===== src/rtl/muldiv_pkg.sv =====
// Shared types and op-decode helpers for the iterative multiply/divide unit.
package muldiv_pkg;

    // Encoding matches the M-extension funct3 field.
    typedef enum logic [2:0] {
        OP_MUL    = 3'b000,
        OP_MULH   = 3'b001,
        OP_MULHSU = 3'b010,
        OP_MULHU  = 3'b011,
        OP_DIV    = 3'b100,
        OP_DIVU   = 3'b101,
        OP_REM    = 3'b110,
        OP_REMU   = 3'b111
    } muldiv_op_t;

    typedef enum logic [1:0] {
        IDLE = 2'd0,
        CALC = 2'd1,
        DONE = 2'd2
    } state_t;

    function automatic logic is_div(input muldiv_op_t op);
        logic [2:0] code;
        code = op;
        return code[2];
    endfunction

    function automatic logic is_rem(input muldiv_op_t op);
        logic [2:0] code;
        code = op;
        return code[2] & code[1];
    endfunction

    function automatic logic is_signed_rs1(input muldiv_op_t op);
        return (op == OP_MUL) || (op == OP_MULH) || (op == OP_MULHSU) ||
               (op == OP_DIV) || (op == OP_REM);
    endfunction

    function automatic logic is_signed_rs2(input muldiv_op_t op);
        return (op == OP_MUL) || (op == OP_MULH) ||
               (op == OP_DIV) || (op == OP_REM);
    endfunction

endpackage


===== src/rtl/muldiv_step.sv =====
// One radix-BITS_PER_CYCLE iteration: shift-add multiply or restoring divide.
// Multiply: hi = partial product, lo = multiplier shifting right.
// Divide:   hi = partial remainder, lo = dividend shifting out / quotient in.
module muldiv_step
    import muldiv_pkg::*;
#(
    parameter int unsigned XLEN           = 64,
    parameter int unsigned BITS_PER_CYCLE = 1
) (
    input  logic            div_mode,
    input  logic [XLEN-1:0] hi,
    input  logic [XLEN-1:0] lo,
    input  logic [XLEN-1:0] operand,
    output logic [XLEN-1:0] hi_next,
    output logic [XLEN-1:0] lo_next
);

    logic [XLEN-1:0] acc_hi;
    logic [XLEN-1:0] acc_lo;
    logic [XLEN:0]   part;
    logic [XLEN:0]   diff;
    logic [XLEN:0]   sum;

    // Unrolled bit steps; the divide borrow bit doubles as the quotient bit.
    always_comb begin
        acc_hi = hi;
        acc_lo = lo;
        part   = '0;
        diff   = '0;
        sum    = '0;
        for (int i = 0; i < int'(BITS_PER_CYCLE); i++) begin
            if (div_mode) begin
                part   = {acc_hi, acc_lo[XLEN-1]};
                diff   = part - {1'b0, operand};
                acc_lo = {acc_lo[XLEN-2:0], ~diff[XLEN]};
                acc_hi = diff[XLEN] ? part[XLEN-1:0] : diff[XLEN-1:0];
            end else begin
                sum    = acc_lo[0] ? ({1'b0, acc_hi} + {1'b0, operand}) : {1'b0, acc_hi};
                acc_lo = {sum[0], acc_lo[XLEN-1:1]};
                acc_hi = sum[XLEN:1];
            end
        end
        hi_next = acc_hi;
        lo_next = acc_lo;
    end

endmodule


===== src/rtl/execute_muldiv.sv =====
// Iterative M-extension multiply/divide unit for the execute stage.
// Optional feature macro: MULDIV_W_EN (adds the 32-bit *W ops, XLEN=64 only).
module execute_muldiv
    import muldiv_pkg::*;
#(
    parameter int unsigned XLEN           = 64,
    parameter int unsigned BITS_PER_CYCLE = 1
) (
    input  logic            clk,
    input  logic            reset,
    input  logic            stall_in,
    input  logic            flush_in,
    input  logic            valid_in,
    input  logic [2:0]      op_in,
    input  logic            word_in,
    input  logic [XLEN-1:0] rs1_value_in,
    input  logic [XLEN-1:0] rs2_value_in,
    output logic            busy_out,
    output logic            valid_out,
    output logic [XLEN-1:0] result_out
);

    localparam int unsigned ITERS = XLEN / BITS_PER_CYCLE;
    localparam int unsigned CNT_W = $clog2(ITERS + 1);
    localparam int unsigned PW    = 2 * XLEN;
    localparam logic [XLEN-1:0] MIN_VAL = {1'b1, {(XLEN-1){1'b0}}};

    state_t          state, state_next;
    muldiv_op_t      op_e, op_q;
    logic            accept;
    logic            signed1, signed2, neg1, neg2, div0, ovf, special;
    logic [XLEN-1:0] a_ext, b_ext, min_val, mag1, mag2, special_res;
    logic [CNT_W-1:0] iters;
    logic            neg1_q, neg2_q;
    logic [XLEN-1:0] operand_q, hi_q, lo_q, hi_n, lo_n;
    logic [CNT_W-1:0] count_q;
    logic [XLEN-1:0] result_q, calc_res, mul_res, quo_s, rem_s;
    logic [PW-1:0]   prod, prod_s;
    logic            valid_q;

`ifdef MULDIV_W_EN
    localparam int unsigned ITERS_W = 32 / BITS_PER_CYCLE;
    logic word_q;

    function automatic logic [XLEN-1:0] sext32(input logic [31:0] v);
        return {{(XLEN-32){v[31]}}, v};
    endfunction
`else
    logic unused_word;
    assign unused_word = word_in;
`endif

    assign accept = valid_in && !flush_in &&
                    ((state == IDLE) || ((state == DONE) && !stall_in));

    // Decode the incoming request: operand extension, magnitudes, corner cases.
    always_comb begin
        op_e    = muldiv_op_t'(op_in);
        signed1 = is_signed_rs1(op_e);
        signed2 = is_signed_rs2(op_e);
        a_ext   = rs1_value_in;
        b_ext   = rs2_value_in;
        min_val = MIN_VAL;
        iters   = CNT_W'(ITERS);
`ifdef MULDIV_W_EN
        if (word_in) begin
            a_ext   = signed1 ? sext32(rs1_value_in[31:0]) : XLEN'(rs1_value_in[31:0]);
            b_ext   = signed2 ? sext32(rs2_value_in[31:0]) : XLEN'(rs2_value_in[31:0]);
            min_val = sext32(32'h8000_0000);
            iters   = CNT_W'(ITERS_W);
        end
`endif
        neg1    = signed1 & a_ext[XLEN-1];
        neg2    = signed2 & b_ext[XLEN-1];
        mag1    = neg1 ? (~a_ext + XLEN'(1)) : a_ext;
        mag2    = neg2 ? (~b_ext + XLEN'(1)) : b_ext;
        div0    = is_div(op_e) && (b_ext == '0);
        ovf     = is_div(op_e) && signed1 && (a_ext == min_val) && (b_ext == '1);
        special = div0 | ovf;
        if (is_rem(op_e)) begin
            special_res = div0 ? a_ext : '0;
        end else begin
            special_res = div0 ? '1 : a_ext;
        end
`ifdef MULDIV_W_EN
        if (word_in) begin
            special_res = sext32(special_res[31:0]);
        end
`endif
    end

    muldiv_step #(
        .XLEN           (XLEN),
        .BITS_PER_CYCLE (BITS_PER_CYCLE)
    ) u_step (
        .div_mode (is_div(op_q)),
        .hi       (hi_q),
        .lo       (lo_q),
        .operand  (operand_q),
        .hi_next  (hi_n),
        .lo_next  (lo_n)
    );

    // Sign fix-up and result selection applied to the final step's output.
    always_comb begin
        prod = {hi_n, lo_n};
`ifdef MULDIV_W_EN
        if (word_q) begin
            prod = prod >> 32;
        end
`endif
        prod_s   = (neg1_q ^ neg2_q) ? (~prod + PW'(1)) : prod;
        mul_res  = (op_q == OP_MUL) ? prod_s[XLEN-1:0] : prod_s[PW-1:XLEN];
        quo_s    = (neg1_q ^ neg2_q) ? (~lo_n + XLEN'(1)) : lo_n;
        rem_s    = neg1_q ? (~hi_n + XLEN'(1)) : hi_n;
        calc_res = is_div(op_q) ? (is_rem(op_q) ? rem_s : quo_s) : mul_res;
`ifdef MULDIV_W_EN
        if (word_q) begin
            calc_res = sext32(calc_res[31:0]);
        end
`endif
    end

    // State register.
    always_ff @(posedge clk) begin
        if (reset) begin
            state <= IDLE;
        end else begin
            state <= state_next;
        end
    end

    // Next-state logic; flush overrides everything.
    always_comb begin
        state_next = state;
        case (state)
            IDLE: if (accept) state_next = special ? DONE : CALC;
            CALC: if (count_q == CNT_W'(1)) state_next = DONE;
            DONE: if (!stall_in) state_next = accept ? (special ? DONE : CALC) : IDLE;
            default: state_next = IDLE;
        endcase
        if (flush_in) begin
            state_next = IDLE;
        end
    end

    // Stall request toward the front of the pipe.
    always_comb begin
        busy_out = 1'b0;
        case (state)
            IDLE:    busy_out = valid_in;
            CALC:    busy_out = 1'b1;
            DONE:    busy_out = valid_in & ~stall_in;
            default: busy_out = 1'b0;
        endcase
    end

    // Operand capture, iteration datapath and result register.
    always_ff @(posedge clk) begin
        if (reset) begin
            op_q      <= OP_MUL;
            neg1_q    <= 1'b0;
            neg2_q    <= 1'b0;
            operand_q <= '0;
            hi_q      <= '0;
            lo_q      <= '0;
            count_q   <= '0;
            result_q  <= '0;
            valid_q   <= 1'b0;
`ifdef MULDIV_W_EN
            word_q    <= 1'b0;
`endif
        end else begin
            valid_q <= (state_next == DONE);
            if (flush_in) begin
                count_q <= '0;
            end else if (accept) begin
                op_q      <= op_e;
                neg1_q    <= neg1;
                neg2_q    <= neg2;
                operand_q <= is_div(op_e) ? mag2 : mag1;
                hi_q      <= '0;
                lo_q      <= is_div(op_e) ? mag1 : mag2;
                count_q   <= special ? '0 : iters;
`ifdef MULDIV_W_EN
                word_q    <= word_in;
                if (word_in && is_div(op_e)) begin
                    lo_q <= mag1 << 32;
                end
`endif
                if (special) begin
                    result_q <= special_res;
                end
            end else if (state == CALC) begin
                hi_q    <= hi_n;
                lo_q    <= lo_n;
                count_q <= count_q - CNT_W'(1);
                if (count_q == CNT_W'(1)) begin
                    result_q <= calc_res;
                end
            end
        end
    end

    assign valid_out  = valid_q;
    assign result_out = result_q;

endmodule


===== config.mk =====
export PLATFORM = sky130hd
export DESIGN_NAME = execute_muldiv
export DESIGN_NICKNAME = d
export VERILOG_FILES = /design/src/rtl/muldiv_pkg.sv /design/src/rtl/muldiv_step.sv /design/src/rtl/execute_muldiv.sv
export SDC_FILE = /design/constraint.sdc
export NUM_CORES = 2
export LEC_CHECK = 0
export CORE_UTILIZATION = 35
export DETAILED_ROUTE_END_ITERATION = 10
export SLEW_MARGIN = 20
export SYNTH_ARGS = -nofsm -noshare
export SYNTH_HDL_FRONTEND = slang
export SYNTH_SLANG_ARGS = --single-unit

===== constraint.sdc =====
create_clock -name clk -period 6.2 [get_ports clk]
set_clock_uncertainty 0.15 [all_clocks]
set_input_delay 1.24 -clock clk [delete_from_list [all_inputs] [get_ports clk]]
set_output_delay 1.24 -clock clk [all_outputs]
set_load 0.005 [all_outputs]

## Yosys cells after proc, flatten, opt, wreduce, memory -nomap -nowiden

Cells that the tools add are included.

| word-level totals | value |
|---|---|
| flip-flop bits (word level) | 271 |
| input bits | 137 |

| cells by class | value |
|---|---|
| $add $sub $neg | 8 |
| equal/unequal tests | 11 |
| muxes and demuxes | 36 |
| bitwise operators | 15 |
| reductions and logical operators | 26 |

Operators with widths:

| operator | number |
|---|---|
| $mux W64 | 23 |
| $add A64 B1 Y64 const B | 4 |
| $not A64 Y64 | 4 |
| $add A128 B1 Y128 const B | 1 |
| $eq A64 B64 Y1 const B | 2 |
| $mux W128 | 1 |
| $not A128 Y128 | 1 |
| $add A64 B64 Y65 | 1 |
| $mux W65 | 1 |
| $sub A65 B64 Y65 | 1 |
| $logic_not A64 Y1 | 1 |
| $mux W7 | 3 |
| $mux W2 | 6 |
| $eq A7 B1 Y1 const B | 1 |
| $logic_and A1 B1 Y1 | 7 |
| $logic_or A1 B1 Y1 | 7 |
| $sub A7 B1 Y7 const B | 1 |
| $eq A3 B3 Y1 const B | 2 |
| $logic_not A3 Y1 | 2 |
| $pmux W2 S3 | 1 |
| $and A1 B1 Y1 | 5 |
| $eq A2 B2 Y1 const B | 2 |
| $reduce_and A2 Y1 | 2 |
| $reduce_and A4 Y1 | 1 |
| 12 further kinds | 16 |

## Depth between registers and ports, before layout

| depth | value |
|---|---|
| word-level depth | 15 |
| mapped depth | 24 |
| gate-level depth less buffers | 24 |

## Hierarchy

Synthesis repeated with hierarchy kept, for this count alone.

| second synthesis, totals | value |
|---|---|
| cell total of the unflattened synthesis | 4,622 |
| area, all modules | 31,850.5 µm² |

Modules (own cells, without submodules):

| module | times used | cells an instance | area each (µm²) |
|---|---|---|---|
| execute_muldiv | 1 | 2,989 | 21,091.5 |
| muldiv_step | 1 | 1,633 | 10,759.1 |

## Least setup slack after synthesis

Ideal clock, no wire load.

| timing path | value |
|---|---|
| kind | register -> register |
| from | register operand_q[55] |
| to | register result_q[58], in the netlist result_out[58] |
| setup time | 120 ps |
| arrival | 5,515 ps |
| setup slack | 415 ps |
| stages on the path, launching flop included | 24 |
| path buffers | 1 |
| cells stage by stage | dfxtp_1 -> inv_1 -> ha_1 -> buf_6 -> a21oi_4 -> o21ai_2 -> a211o_1 -> a2111o_1 -> nor3_2 -> a2111oi_2 -> nor2_1 -> ha_1 -> o211ai_1 -> nor2_1 -> nand2_1 -> or2_2 -> nor3_1 -> nand2_1 -> or4_1 -> nor4_2 -> o22ai_1 -> a21oi_1 -> o221ai_1 -> o31a_1 |

| between the ends | value |
|---|---|
| cells in the longest elaborated chain, start to end | 11 |
| elaborated cells on any way between the ends | 22 |
| those cells by class | add/sub: 5; mux: 13; bitwise: 4 |

Ends and longest elaborated chain:

| what | RTL line | text |
|---|---|---|
| start, declared | execute_muldiv.sv:35 | `logic [XLEN-1:0] operand_q, hi_q, lo_q, hi_n, lo_n;` |
| start signal, assigned | execute_muldiv.sv:181 | `operand_q <= is_div(op_e) ? mag2 : mag1;` |
| $sub A65 B64 Y65 or $add A64 B64 Y65 (tied branches) | muldiv_step.sv:34, muldiv_step.sv:38 |  |
| $mux W64, or another cell as far along | muldiv_step.sv:36 | `acc_hi = diff[XLEN] ? part[XLEN-1:0] : diff[XLEN-1:0];` |
| $mux W64 | muldiv_step.sv:32 | `if (div_mode) begin` |
| $not A128 Y128, or another cell as far along | execute_muldiv.sv:112 | `prod_s = (neg1_q ^ neg2_q) ? (~prod + PW'(1)) : prod;` |
| $add A128 B1 Y128, or another cell as far along | execute_muldiv.sv:112 |  |
| $mux W128, or another cell as far along | execute_muldiv.sv:112 |  |
| $mux W64 (on tied branches) | execute_muldiv.sv:113, execute_muldiv.sv:116 |  |
| $mux W64 * | execute_muldiv.sv:116 | `calc_res = is_div(op_q) ? (is_rem(op_q) ? rem_s : quo_s) : mul_res;` |
| $mux W64 * | execute_muldiv.sv:198 | `if (count_q == CNT_W'(1)) begin` |
| $mux W64 * | execute_muldiv.sv:194 | `end else if (state == CALC) begin` |
| $mux W64 * | execute_muldiv.sv:177 | `end else if (accept) begin` |
| end signal, assigned | execute_muldiv.sv:192 | `result_q <= special_res;` |
| end signal, assigned | execute_muldiv.sv:199 | `result_q <= calc_res;` |
| end, declared | execute_muldiv.sv:37 | `logic [XLEN-1:0] result_q, calc_res, mul_res, quo_s, rem_s;` |

Every way passes the cells marked *; elsewhere a longest branch is shown, timed or not. The select of a mux whose other input is x is not followed.
A chain may end at the register's enable or synchronous reset.

## Worst setup path after layout

| timing path | value |
|---|---|
| from | register operand_q[60] |
| to | register result_q[23], in the netlist result_out[23] |

| between the ends | value |
|---|---|
| cells in the longest elaborated chain, start to end | 11 |
| elaborated cells on any way between the ends | 20 |
| those cells by class | add/sub: 4; mux: 12; bitwise: 4 |

Ends and longest elaborated chain:

| what | RTL line | text |
|---|---|---|
| $sub A65 B64 Y65 * | muldiv_step.sv:34 | `diff = part - {1'b0, operand};` |
| $mux W64 or $not A1 Y1 (tied branches) | muldiv_step.sv:36, muldiv_step.sv:35 |  |
| $mux W64 | muldiv_step.sv:32 |  |
| $not A128 Y128, or another cell as far along | execute_muldiv.sv:112 |  |
| $add A128 B1 Y128, or another cell as far along | execute_muldiv.sv:112 |  |
| $mux W128, or another cell as far along | execute_muldiv.sv:112 |  |
| $mux W64 (on tied branches) | execute_muldiv.sv:113, execute_muldiv.sv:116 |  |
| $mux W64 * | execute_muldiv.sv:116 |  |
| $mux W64 * | execute_muldiv.sv:198 |  |
| $mux W64 * | execute_muldiv.sv:194 |  |
| $mux W64 * | execute_muldiv.sv:177 |  |

Marked as above.

==> load_flow_metrics.sql <==
INSERT INTO impl_metrics (metric_group, metric, value, unit) VALUES
('sta', 'achievable-frequency', '0.165', 'GHz'),
('worst_setup_path', 'criticalPathCategory', 'reg2reg', ''),
('global_routing', 'grt-ovfl-total', '0', ''),
('synth', 'yosysSeqAreaShare', '16.6', '%'),
('layout', 'layout.nets', '5710', ''),
('sta', 'timing.final.crit_period', '6.06', 'ns'),
('synth', 'syn_nets', '5150', ''),
('min_path', 'worst_hold_path_type', 'reg2reg', ''),
('synth', 'postSynthCellCount', '4876', ''),
('worst_setup_path', 'crit_arrival', '6.36', 'ns'),
('worst_setup_path', 'required', '6.50', 'ns'),
('worst_setup_path', 'setup.worst_path.end_class', 'flip-flop', ''),
('power_and_ir_drop', 'p_clk_share', '33.2', '%'),
('layout', 'final-instance-count-excl-fill', '6710', ''),
('placed_design', 'place_congestion', '1.08', ''),
('placed_design', 'placed_cells_incl_taps', '6632', ''),
('global_routing', 'grt_use_total', '37.8', '%'),
('clocking', 'htree_levels', '2', ''),
('layout', 'fin_area', '41800', 'µm²'),
('route', 'total_via_count_after_detailed_routing', '42100', ''),
('synth', 'synth_edf_count', '0', ''),
('sta', 'fin_hold_ws', '0.306', 'ns'),
('worst_setup_path', 'timing.critical_path.max_delay_family', 'compound AO/OA/AOI/OAI gates', ''),
('layout', 'layout-drive-gt1-share', '16.1', '%'),
('die', 'die-area', '94800', 'µm²'),
('worst_setup_path', 'cp_num_buf_inv', '8', ''),
('die', 'ioPinCount', '203', ''),
('clocking', 'clkLatencyLatePin', '0.59', 'ns'),
('clocking', 'cts_sinks', '271', ''),
('worst_setup_path', 'timing.critical_path.fanout_max', '13', ''),
('power_and_ir_drop', 'pwr-share-comb', '41.9', '%'),
('clocking', 'cts_buffers', '39', ''),
('synth', 'post_synth.cell_area_avg', '6.71', 'µm²'),
('placed_design', 'placedInstanceArea', '40100', 'µm²'),
('sta', 'period_share', '97.8', '%'),
('outcome', 'outcome', 'finished, final reports clean', ''),
('layout', 'layout.core_utilization', '45.3', '%'),
('worst_setup_path', 'regToRegStartpoint', 'operand_q[60]$_SDFFE_PP0P_', ''),
('placed_design', 'port-buffer-count', '201', ''),
('power_and_ir_drop', 'power.switching', '3.07', 'mW'),
('route', 'drt_iter0_drc', '5411', ''),
('synth', 'synthesis_warnings', '0', ''),
('synth', 'synthDistinctLibCells', '102', ''),
('min_path', 'worstHoldStart', 'op_q[1]$_SDFFE_PP0P_', ''),
('synth', 'postSynth.asyncResetShare', '0', '%'),
('worst_setup_path', 'worstSetupStartpoint', 'operand_q[60]$_SDFFE_PP0P_', ''),
('route', 'wl_per_cell', '27.6', 'µm'),
('die', 'coreArea', '92200', 'µm²'),
('die', 'die-width', '308', 'µm'),
('power_and_ir_drop', 'switching_share', '40.6', '%'),
('worst_setup_path', 'slowest_stage', 'sky130_fd_sc_hd__a2111o_1', ''),
('synth', 'synth-seq-cells', '271', ''),
('worst_setup_path', 'worst_setup_path_start_kind', 'flip-flop', ''),
('clocking', 'ctsRootBufferMaster', 'sky130_fd_sc_hd__clkbuf_16', ''),
('power_and_ir_drop', 'ir_drop', '181', 'µV'),
('sta', 'setup_viol', '0', ''),
('sta', 'final_hold_viol_count', '0', ''),
('sta', 'slew_violations', '0', ''),
('route', 'remaining_number_of_nets_flagged_by_the_antenna_check_after_routing', '0', ''),
('worst_setup_path', 'timing.critical_path.cells', 'inv_1, ha_1, nand4_4, buf_4, nor3_1, a211o_1, a2111o_1, o21a_4, buf_4, a211o_2, buf_12, buf_4, nor3_1, o32ai_1, buf_4, nor3_1, nand3_1, buf_4, nor2_1, buf_4, a211oi_1, a31o_2, a211oi_1, a211oi_1', ''),
('die', 'die_h', '308', 'µm'),
('route', 'remaining_design_rule_violation_count', '0', ''),
('layout', 'area_growth_syn_to_layout', '27.6', '%'),
('global_routing', 'grt_first_pass_wirelength', '265000', 'µm'),
('global_routing', 'initial_antenna_violation_count', '9', ''),
('clocking', 'worst_setup_hold_path_clk_slew', '0.06', 'ns'),
('placed_design', 'dp_hpwl', '149000', 'µm'),
('worst_setup_path', 'most_frequent_cell_on_the_critical_path', 'sky130_fd_sc_hd__buf_4', ''),
('synth', 'synthFlopType', 'sky130_fd_sc_hd__dfxtp_1', ''),
('clocking', 'maximum_buffer_depth_of_the_clock_tree', '3', ''),
('global_routing', 'grt_max_degree', '196', '');
==> registers in the layout, summed over array words and instances (netlist names) <==
register    count
hi_q           64
lo_q           64
operand_q      64
result_out     64
count_q         7
op_q            3
state           2
neg1_q          1
neg2_q          1
valid_out       1
==> worst min-delay path, stage by stage, from the launching register on <==
cell and delay (ns):
sky130_fd_sc_hd__dfxtp_1 0.31, sky130_fd_sc_hd__nand2_1 0.05, sky130_fd_sc_hd__a21oi_1 0.05
==> synth_stat cells (all sizes together) (16+ instances only) <==
| master | instances | share of area (%) |
|---|---|---|
| nand2 | 578 | 6.6 |
| a21oi | 550 | 8.5 |
| nor2 | 488 | 5.6 |
| o21ai | 343 | 5.3 |
| clkbuf | 278 | 3.2 |
| dfxtp | 271 | 17 |
| xnor2 | 201 | 5.4 |
| nor3 | 174 | 2.7 |
| xor2 | 158 | 4.2 |
| nand3 | 155 | 2.4 |
| ha | 135 | 5.2 |
| inv | 134 | 1.5 |
| o211ai | 120 | 2.8 |
| nand4 | 91 | 1.8 |
| a31oi | 85 | 1.6 |
| mux2i | 85 | 2.6 |
| a211oi | 82 | 1.9 |
| buf | 66 | 1.0 |
| or3 | 63 | 1.2 |
| a221oi | 61 | 1.6 |
| nor4 | 55 | 1.1 |
| o31ai | 52 | 1.2 |
| a21o | 49 | 1.1 |
| and2 | 45 | 0.86 |
| nand2b | 36 | 0.69 |
| nor2b | 33 | 0.63 |
| a22oi | 32 | 0.75 |
| mux2 | 32 | 1.1 |
| o21a | 30 | 0.69 |
| a2111oi | 28 | 0.77 |
| and3 | 28 | 0.54 |
| or4 | 26 | 0.62 |
| o22ai | 21 | 0.40 |
| o21bai | 20 | 0.46 |
| or2 | 20 | 0.38 |
| o41ai | 19 | 0.51 |
| a311oi | 18 | 0.50 |
| and4 | 16 | 0.43 |
==> layer usage <==
layer	wire length [µm]	share of wire, %	up-vias
met4	13600	7.3	6
met3	19800	11	467
li1	-	-	19200
met2	78500	42	2545
met5	32	0.017	-
met1	73400	40	19900
==> kinds of logic (layout without fill, tap and decap cells) <==
family	count (synthesis)	in the layout	synth area share [%]
multiplexers	117	117	3.70
AO/OA/AOI/OAI	1659	1659	32.3
adder cells (fa/ha/maj)	137	137	5.28
XOR/XNOR	359	359	9.60
AND/OR/NAND/NOR	1854	1854	26.8
flip-flops	271	271	16.6
other	0	2	0
buffers and inverters	479	1068	5.78
==> timing repair <==
action | CTS | global route
gates cloned | 0 | 0
resized for setup | 4 | 43
pin swaps | 1 | 16
hold buffers | 0 | 0
buffers inserted | 0 | 6
endpoints found under the setup margin | 7 | 40
==> through the flow <==
| step | setup slack (ns) | setup TNS (ns) |
|---|---|---|
| 6_report | 0.137 | 0 |
| 5_1_grt | -0.0257 | -0.0363 |
| 4_1_cts | 0.00216 | 0 |
| 3_5_place_dp | -0.0541 | -0.113 |
| 3_3_place_gp | -0.0351 | -0.0351 |
| 2_1_floorplan | 0.415 | 0 |
==> power groups by stage <==
stage / clock network, mW / logic (mW) / registers [mW]
after floorplan: 0 / 1.57 / 1.88
after global placement: 0 / 2.99 / 1.91
after detailed placement: 0 / 3.00 / 1.91
after CTS: 2.51 / 3.02 / 1.87
after global routing: 2.57 / 3.31 / 1.89
final: 2.51 / 3.17 / 1.88
==> final timing paths <==
check,end,slack (ns),cells past startpoint
worst max register to register,result_out[23]$_SDFFE_PP0P_,0.14,24
worst min register to register,op_q[1]$_SDFFE_PP0P_,0.31,2
worst max-delay path,result_out[23]$_SDFFE_PP0P_,0.14,24
worst min-delay path,op_q[1]$_SDFFE_PP0P_,0.31,2
==> final cells by class <==
cell class              instances  area, µm²
clock inverters                14        211
fillers                      9726      50500
clock buffers                  56       1180
well taps                    1243       1560
multi-input cells            4126      25700
flip-flops and latches        271       5440
diodes                          2       5.00
inverters                     135        507
repair buffers                863       7120
==> layout by cell type, fill, tap and decap left out, types with 17 or more instances in the layout <==
| cell | Yosys | final |
|---|---|---|
| sky130_fd_sc_hd__nand2_1 | 578 | 577 |
| sky130_fd_sc_hd__a22oi_1 | 31 | 31 |
| sky130_fd_sc_hd__nand3_1 | 155 | 155 |
| sky130_fd_sc_hd__a2111oi_0 | 27 | 23 |
| sky130_fd_sc_hd__a21o_1 | 49 | 49 |
| sky130_fd_sc_hd__buf_4 | 2 | 651 |
| sky130_fd_sc_hd__o21bai_1 | 20 | 20 |
| sky130_fd_sc_hd__a211oi_1 | 81 | 81 |
| sky130_fd_sc_hd__xnor2_1 | 201 | 200 |
| sky130_fd_sc_hd__o31ai_1 | 51 | 50 |
| sky130_fd_sc_hd__inv_1 | 134 | 132 |
| sky130_fd_sc_hd__mux2i_1 | 85 | 85 |
| sky130_fd_sc_hd__dfxtp_1 | 271 | 267 |
| sky130_fd_sc_hd__or4_1 | 24 | 22 |
| sky130_fd_sc_hd__mux2_2 | 32 | 32 |
| sky130_fd_sc_hd__xor2_1 | 158 | 157 |
| sky130_fd_sc_hd__a21oi_1 | 546 | 540 |
| sky130_fd_sc_hd__o22ai_1 | 21 | 21 |
| sky130_fd_sc_hd__ha_1 | 135 | 133 |
| sky130_fd_sc_hd__nor2b_1 | 33 | 33 |
| sky130_fd_sc_hd__nor2_1 | 488 | 480 |
| sky130_fd_sc_hd__o21a_1 | 29 | 28 |
| sky130_fd_sc_hd__o21ai_0 | 323 | 322 |
| sky130_fd_sc_hd__clkdlybuf4s50_1 | 0 | 199 |
| sky130_fd_sc_hd__a31oi_1 | 85 | 84 |
| sky130_fd_sc_hd__and2_1 | 43 | 42 |
| sky130_fd_sc_hd__o211ai_1 | 120 | 120 |
| sky130_fd_sc_hd__or2_2 | 18 | 17 |
| sky130_fd_sc_hd__or3_1 | 63 | 63 |
| sky130_fd_sc_hd__a221oi_1 | 61 | 59 |
| sky130_fd_sc_hd__and3_1 | 28 | 28 |
| sky130_fd_sc_hd__clkbuf_16 | 0 | 41 |
| sky130_fd_sc_hd__nor4_1 | 53 | 50 |
| sky130_fd_sc_hd__nor3_1 | 169 | 166 |
| sky130_fd_sc_hd__nand4_1 | 89 | 89 |
| sky130_fd_sc_hd__nand2b_1 | 36 | 35 |
(Power assumes the default switching activity.)
